### src/rtl/ib_rom_rd_arbiter.sv
// IB-ROM read-port arbiter: grants CN or VN requesters fixed-length page
// bursts on a single ROM port, with round-robin tie-break and range checking.

module ib_rom_rd_arbiter #(
    parameter int ITER_ADDR_BW = 5,
    parameter int PAGE_ADDR_BW = 5,
    parameter int ROM_ADDR_BW  = 10,
    parameter int BURST_LEN    = 32,
    parameter int MAX_ITER     = 25
) (
    input  logic                    write_clk,
    input  logic                    rstn,
    input  logic                    cn_req,
    input  logic                    vn_req,
    input  logic [ITER_ADDR_BW-1:0] cn_iter,
    input  logic [ITER_ADDR_BW-1:0] vn_iter,
    output logic                    cn_gnt,
    output logic                    vn_gnt,
    output logic                    rom_en,
    output logic [ROM_ADDR_BW-1:0]  rom_addr,
    output logic                    cn_done,
    output logic                    vn_done,
    output logic                    cn_err,
    output logic                    vn_err,
    output logic                    busy
);

    typedef enum logic [1:0] {
        IDLE  = 2'd0,
        BURST = 2'd1,
        DONE  = 2'd2
    } state_t;

    // One extra bit so MAX_ITER == 2^ITER_ADDR_BW still compares correctly.
    localparam logic [ITER_ADDR_BW:0]   MAX_ITER_W = (ITER_ADDR_BW+1)'(MAX_ITER);
    localparam logic [PAGE_ADDR_BW-1:0] LAST_PAGE  = PAGE_ADDR_BW'(BURST_LEN - 1);

    function automatic logic [ROM_ADDR_BW-1:0] make_addr(
        input logic [ITER_ADDR_BW-1:0] iter,
        input logic [PAGE_ADDR_BW-1:0] page
    );
        return ROM_ADDR_BW'({iter, page});
    endfunction

    state_t                  state_q, state_d;
    logic                    owner_vn_q, owner_vn_d;
    logic                    last_vn_q, last_vn_d;
    logic [ITER_ADDR_BW-1:0] iter_q, iter_d;
    logic [PAGE_ADDR_BW-1:0] page_q, page_d;
    logic                    cn_gnt_q, cn_gnt_d;
    logic                    vn_gnt_q, vn_gnt_d;
    logic                    rom_en_q, rom_en_d;
    logic [ROM_ADDR_BW-1:0]  rom_addr_q, rom_addr_d;
    logic                    cn_done_q, cn_done_d;
    logic                    vn_done_q, vn_done_d;
    logic                    cn_err_q, cn_err_d;
    logic                    vn_err_q, vn_err_d;
    logic                    busy_q, busy_d;
    logic                    cn_ok_s, vn_ok_s;

    assign cn_ok_s = cn_req && ({1'b0, cn_iter} < MAX_ITER_W);
    assign vn_ok_s = vn_req && ({1'b0, vn_iter} < MAX_ITER_W);

    // Next-state and registered-output computation.
    always_comb begin
        state_d    = state_q;
        owner_vn_d = owner_vn_q;
        last_vn_d  = last_vn_q;
        iter_d     = iter_q;
        page_d     = page_q;
        cn_gnt_d   = 1'b0;
        vn_gnt_d   = 1'b0;
        rom_en_d   = 1'b0;
        rom_addr_d = rom_addr_q;
        cn_done_d  = 1'b0;
        vn_done_d  = 1'b0;
        cn_err_d   = 1'b0;
        vn_err_d   = 1'b0;

        case (state_q)
            IDLE: begin
                cn_err_d = cn_req && !cn_ok_s;
                vn_err_d = vn_req && !vn_ok_s;
                // CN wins a tie only when VN owned the previous burst.
                if (cn_ok_s && (!vn_ok_s || last_vn_q)) begin
                    state_d    = BURST;
                    owner_vn_d = 1'b0;
                    last_vn_d  = 1'b0;
                    iter_d     = cn_iter;
                    page_d     = '0;
                    cn_gnt_d   = 1'b1;
                    rom_en_d   = 1'b1;
                    rom_addr_d = make_addr(cn_iter, '0);
                end else if (vn_ok_s) begin
                    state_d    = BURST;
                    owner_vn_d = 1'b1;
                    last_vn_d  = 1'b1;
                    iter_d     = vn_iter;
                    page_d     = '0;
                    vn_gnt_d   = 1'b1;
                    rom_en_d   = 1'b1;
                    rom_addr_d = make_addr(vn_iter, '0);
                end else begin
                    state_d = IDLE;
                end
            end
            BURST: begin
                if (page_q == LAST_PAGE) begin
                    state_d   = DONE;
                    page_d    = '0;
                    cn_done_d = !owner_vn_q;
                    vn_done_d = owner_vn_q;
                end else begin
                    page_d     = page_q + PAGE_ADDR_BW'(1);
                    cn_gnt_d   = !owner_vn_q;
                    vn_gnt_d   = owner_vn_q;
                    rom_en_d   = 1'b1;
                    rom_addr_d = make_addr(iter_q, page_q + PAGE_ADDR_BW'(1));
                end
            end
            DONE: begin
                state_d = IDLE;
            end
            default: begin
                state_d = IDLE;
            end
        endcase

        busy_d = (state_d != IDLE);
    end

    // State and output registers with asynchronous reset.
    always_ff @(posedge write_clk or negedge rstn) begin
        if (!rstn) begin
            state_q    <= IDLE;
            owner_vn_q <= 1'b0;
            last_vn_q  <= 1'b1;
            iter_q     <= '0;
            page_q     <= '0;
            cn_gnt_q   <= 1'b0;
            vn_gnt_q   <= 1'b0;
            rom_en_q   <= 1'b0;
            rom_addr_q <= '0;
            cn_done_q  <= 1'b0;
            vn_done_q  <= 1'b0;
            cn_err_q   <= 1'b0;
            vn_err_q   <= 1'b0;
            busy_q     <= 1'b0;
        end else begin
            state_q    <= state_d;
            owner_vn_q <= owner_vn_d;
            last_vn_q  <= last_vn_d;
            iter_q     <= iter_d;
            page_q     <= page_d;
            cn_gnt_q   <= cn_gnt_d;
            vn_gnt_q   <= vn_gnt_d;
            rom_en_q   <= rom_en_d;
            rom_addr_q <= rom_addr_d;
            cn_done_q  <= cn_done_d;
            vn_done_q  <= vn_done_d;
            cn_err_q   <= cn_err_d;
            vn_err_q   <= vn_err_d;
            busy_q     <= busy_d;
        end
    end

    assign cn_gnt   = cn_gnt_q;
    assign vn_gnt   = vn_gnt_q;
    assign rom_en   = rom_en_q;
    assign rom_addr = rom_addr_q;
    assign cn_done  = cn_done_q;
    assign vn_done  = vn_done_q;
    assign cn_err   = cn_err_q;
    assign vn_err   = vn_err_q;
    assign busy     = busy_q;

    ib_rom_rd_arbiter_chk #(
        .ITER_ADDR_BW (ITER_ADDR_BW),
        .PAGE_ADDR_BW (PAGE_ADDR_BW),
        .ROM_ADDR_BW  (ROM_ADDR_BW),
        .BURST_LEN    (BURST_LEN)
    ) u_chk (
        .write_clk (write_clk),
        .rstn      (rstn),
        .cn_gnt    (cn_gnt_q),
        .vn_gnt    (vn_gnt_q),
        .rom_en    (rom_en_q),
        .cn_done   (cn_done_q),
        .vn_done   (vn_done_q),
        .cn_err    (cn_err_q),
        .vn_err    (vn_err_q)
    );

endmodule

// Invariant checker: parameter legality plus grant/pulse exclusivity.
module ib_rom_rd_arbiter_chk #(
    parameter int ITER_ADDR_BW = 5,
    parameter int PAGE_ADDR_BW = 5,
    parameter int ROM_ADDR_BW  = 10,
    parameter int BURST_LEN    = 32
) (
    input logic write_clk,
    input logic rstn,
    input logic cn_gnt,
    input logic vn_gnt,
    input logic rom_en,
    input logic cn_done,
    input logic vn_done,
    input logic cn_err,
    input logic vn_err
);

    if (ROM_ADDR_BW != ITER_ADDR_BW + PAGE_ADDR_BW) begin : g_bad_addr_bw
        $error("ROM_ADDR_BW must equal ITER_ADDR_BW + PAGE_ADDR_BW");
    end
    if (BURST_LEN < 1 || BURST_LEN > (1 << PAGE_ADDR_BW)) begin : g_bad_burst_len
        $error("BURST_LEN out of range for PAGE_ADDR_BW");
    end

    a_gnt_mutex: assert property (@(posedge write_clk) disable iff (!rstn)
        !(cn_gnt && vn_gnt));
    a_en_matches_gnt: assert property (@(posedge write_clk) disable iff (!rstn)
        rom_en == (cn_gnt || vn_gnt));
    a_cn_pulse_excl: assert property (@(posedge write_clk) disable iff (!rstn)
        !(cn_done && cn_err));
    a_vn_pulse_excl: assert property (@(posedge write_clk) disable iff (!rstn)
        !(vn_done && vn_err));

endmodule
### config.mk
export PLATFORM = sky130hd
export DESIGN_NAME = ib_rom_rd_arbiter
export DESIGN_NICKNAME = d
export VERILOG_FILES = /design/src/rtl/ib_rom_rd_arbiter.sv
export SDC_FILE = /design/constraint.sdc
export NUM_CORES = 1
export LEC_CHECK = 0
export ABC_CLOCK_PERIOD_IN_PS = 2640
export BUFFER_PORTS_ARGS = -buffer_cell sky130_fd_sc_hd__buf_4
export CAP_MARGIN = 20
export CORE_UTILIZATION = 35
export DETAILED_ROUTE_END_ITERATION = 12
export PLACE_DENSITY_LB_ADDON = 0.25
export SYNTH_ARGS = -nofsm -noshare
export SYNTH_HDL_FRONTEND = slang
export SYNTH_SLANG_ARGS = --single-unit
### constraint.sdc
create_clock -name write_clk -period 2.64 [get_ports write_clk]
set_clock_uncertainty 0.1 [all_clocks]
set_input_delay 0.132 -clock write_clk [delete_from_list [all_inputs] [get_ports write_clk]]
set_output_delay 0.132 -clock write_clk [all_outputs]
set_load 0.005 [all_outputs]
==> results.toml <==
[power_and_ir_drop]
ir_worst_vdd_mv = 0.408
power_density_nw_per_um2 = 1000
leakagePower_nw = 0.916

[timing]
hold_viol_final = 0
fin_ws_ns = 0.405
slew_headroom_pct = 58.5
worst-slew-pin-transition_ns = 0.623
whs_ns = 0.0484
fmax_mhz = 447
grt_setup_unrepaired = "false"
fin_crit_ns = 2.24
fin_setup_tns_ns = 0
setup_viol = 0
drv_slew = 0
fin_crit_sh_pct = 84.7

[critical_path]
slowest_delay_ns = 0.42
crit_chain = "ha_1, and3_1, ha_1, nor2b_1, nor2b_1, nand2_1, a31oi_1"
crit_arrival_ns = 2.34
r2r-start = "page_q[0]"
crit_family = "simple AND/OR/NAND/NOR gates"
path_max_fanout = 6
crit_path_start = "page_q[0]"
criticalPathCategory = "flip-flop to flip-flop"
end_kind = "flip-flop"
cp.buffers_inverters = 0
startpoint_type = "flip-flop"
slowest_stage = "dfrtp_1"
worstPathRequired_ns = 2.75

[floorplanning]
fp.dieW_um = 68.7
die_y_um = 68.7
ios = 32
dieArea_sq_um = 4720
core_sq_um = 4140
start_util_pct = 37.6
rows = 23

[min_path]
hp-start = "vn_req"
min_path_type = "input port to flip-flop"

[drt]
first_pass_iters = 4
first_iter_violations = 33
via_count = 1215
via_per_inst = 5.50
route.antenna.remaining_nets = 0
routed_wl_um = 3480
wl_per_cell_um = 15.7
route.detailed.drc = 0

[global_routing]
overflow = 0
grt_max_degree = 33
antenna_found_initial = 0
grt_usage_pct = 17.3
grt_pass1_vias = 1199
grt_pass1_wl_um = 5850

[synth]
yosysSeqAreaShare_pct = 51.5
syn_area_sq_um = 1560
synth_flop_cell = "dfrtp_1"
synth_edf_count = 0
async_reset_ff_share_pct = 100
synthesis.nets = 152
syn_inst = 136
ys_seq_elements = 32
ys_types = 45
yosys_warnings = 0
syn_avg_cell_area_sq_um = 11.5

[cts]
h-tree-depth = 2
cts_resized = 0
clock_path_buffers = 2
insertion_delay_ns = 0.29
root_buffer = "clkbuf_8"
clk_pin_slew_ns = 0.06
cts_buffers = 5
cts.sinks = 32
post_cts_buffers = 0
cts_tree = "done"

[placed_design]
pre_cts_ws_ns = 0.420
place_hpwl_um = 2550
io_buffer_count = 31
place_inst = 212
place_congestion = 0.745

[finish]
diodes = 0
nets = 186
finalNonFillerCells = 221
syn2layout_area_growth_pct = 24.2
layout-drive-gt1-share_pct = 32.2

[run_status]
outcome = "finished, final reports clean"

[flow_run]
drv_cap = 0
==> cells by family after synthesis <==
family                     after synthesis  share of synthesized area [%]
buffers and inverters                   12                           3.37
AOI/OAI and AO/OA                       49                           28.0
xor gates and xnor gates                 2                           1.12
and+or+nand+nor                         37                           12.8
DFF                                     32                           51.5
muxes                                    2                           1.61
adders and majority gates                2                           1.61
==> layout by cell type (no fill, tap or decap), types with 6 or more instances in the layout <==
| cell type | n |
|---|---|
| clkbuf_8 | 6 |
| inv_1 | 6 |
| nand2_1 | 9 |
| o21ai_0 | 8 |
| nor2_1 | 7 |
| dfrtp_1 | 31 |
| buf_4 | 31 |
==> path summary, 6_finish.rpt <==
check	to	slack, ns	cells after the start
setup / recovery	rom_addr[8]	0.40	7
hold / removal	vn_err	0.05	2
setup reg to reg	rom_addr[8]	0.40	7
hold reg to reg	page_q[4]	0.39	1
max in group asynchronous	last_vn_q	1.90	2
min in group asynchronous	rom_addr[9]	0.22	2
==> flip-flops by register name, summed over array words and instances, names as in the netlist <==
register and flops:
iter_q 5, cn_err 1, rom_addr 10, last_vn_q 1
vn_done 1, cn_done 1, rom_en 1, busy 1
page_q 5, state_q 2, cn_gnt 1, vn_gnt 1
owner_vn_q 1, vn_err 1
==> cell usage after synthesis (all sizes together), types with 3 or more instances <==
library cell  number  share of area (%)
a21o               5                2.5
a221oi             5                3.2
a22oi              4                1.9
a2bb2oi            3                1.7
and3               4                1.6
clkbuf             3               0.72
dfrtp             31                 50
inv                7                2.0
nand2              9                2.2
nand2b             4                2.1
nand3              3               0.96
nor2               7                1.7
nor2b              4                1.6
o211a              3                1.9
o21ai              8                2.6
o22ai              3                1.2
o32ai              3                1.7
==> layout make-up <==
| class | instances | area, sq um |
|---|---|---|
| fill | 390 | 2210 |
| sequential | 32 | 802 |
| multi-input combinational | 92 | 703 |
| timing repair buffer | 32 | 243 |
| clock buffer | 6 | 82.6 |
| tap | 50 | 62.6 |
| inverter | 7 | 31.3 |
| clock inverter | 2 | 10.0 |
==> where the power goes <==
group | switching [mW] | total, mW | internal [mW]
combinational | 0.326 | 0.719 | 0.393
sequential | 0.135 | 0.828 | 0.693
clock | 0.180 | 0.387 | 0.208
total | 0.641 | 1.93 | 1.29
==> repair_timing <==
action                                 4_1_cts  5_1_grt
endpoints found under the hold margin       32        0
setup endpoints to repair                    0        0
hold buffers                                 1        0
==> layer usage <==
metal | routed length [um] | GRT usage, % | share of wire [%]
met4 | 72 | 8.42 | 2.1
met3 | 140 | 3.95 | 4.0
met2 | 1600 | 25.9 | 46
met1 | 1660 | 23.6 | 48
met5 | 0 | 0 | 0
==> metrics by stage <==
stage | power, mW | area, sq um | util (%)
after detailed placement | 1.56 | 1830 | 44.2
after global routing | 2.09 | 1930 | 46.7
after floorplan | 1.27 | 1560 | -
after CTS | 1.95 | 1930 | 46.7
after global placement | 1.53 | 1830 | 44.2
final | 1.93 | 1930 | 46.7
Power figures use the tool's default switching activity.
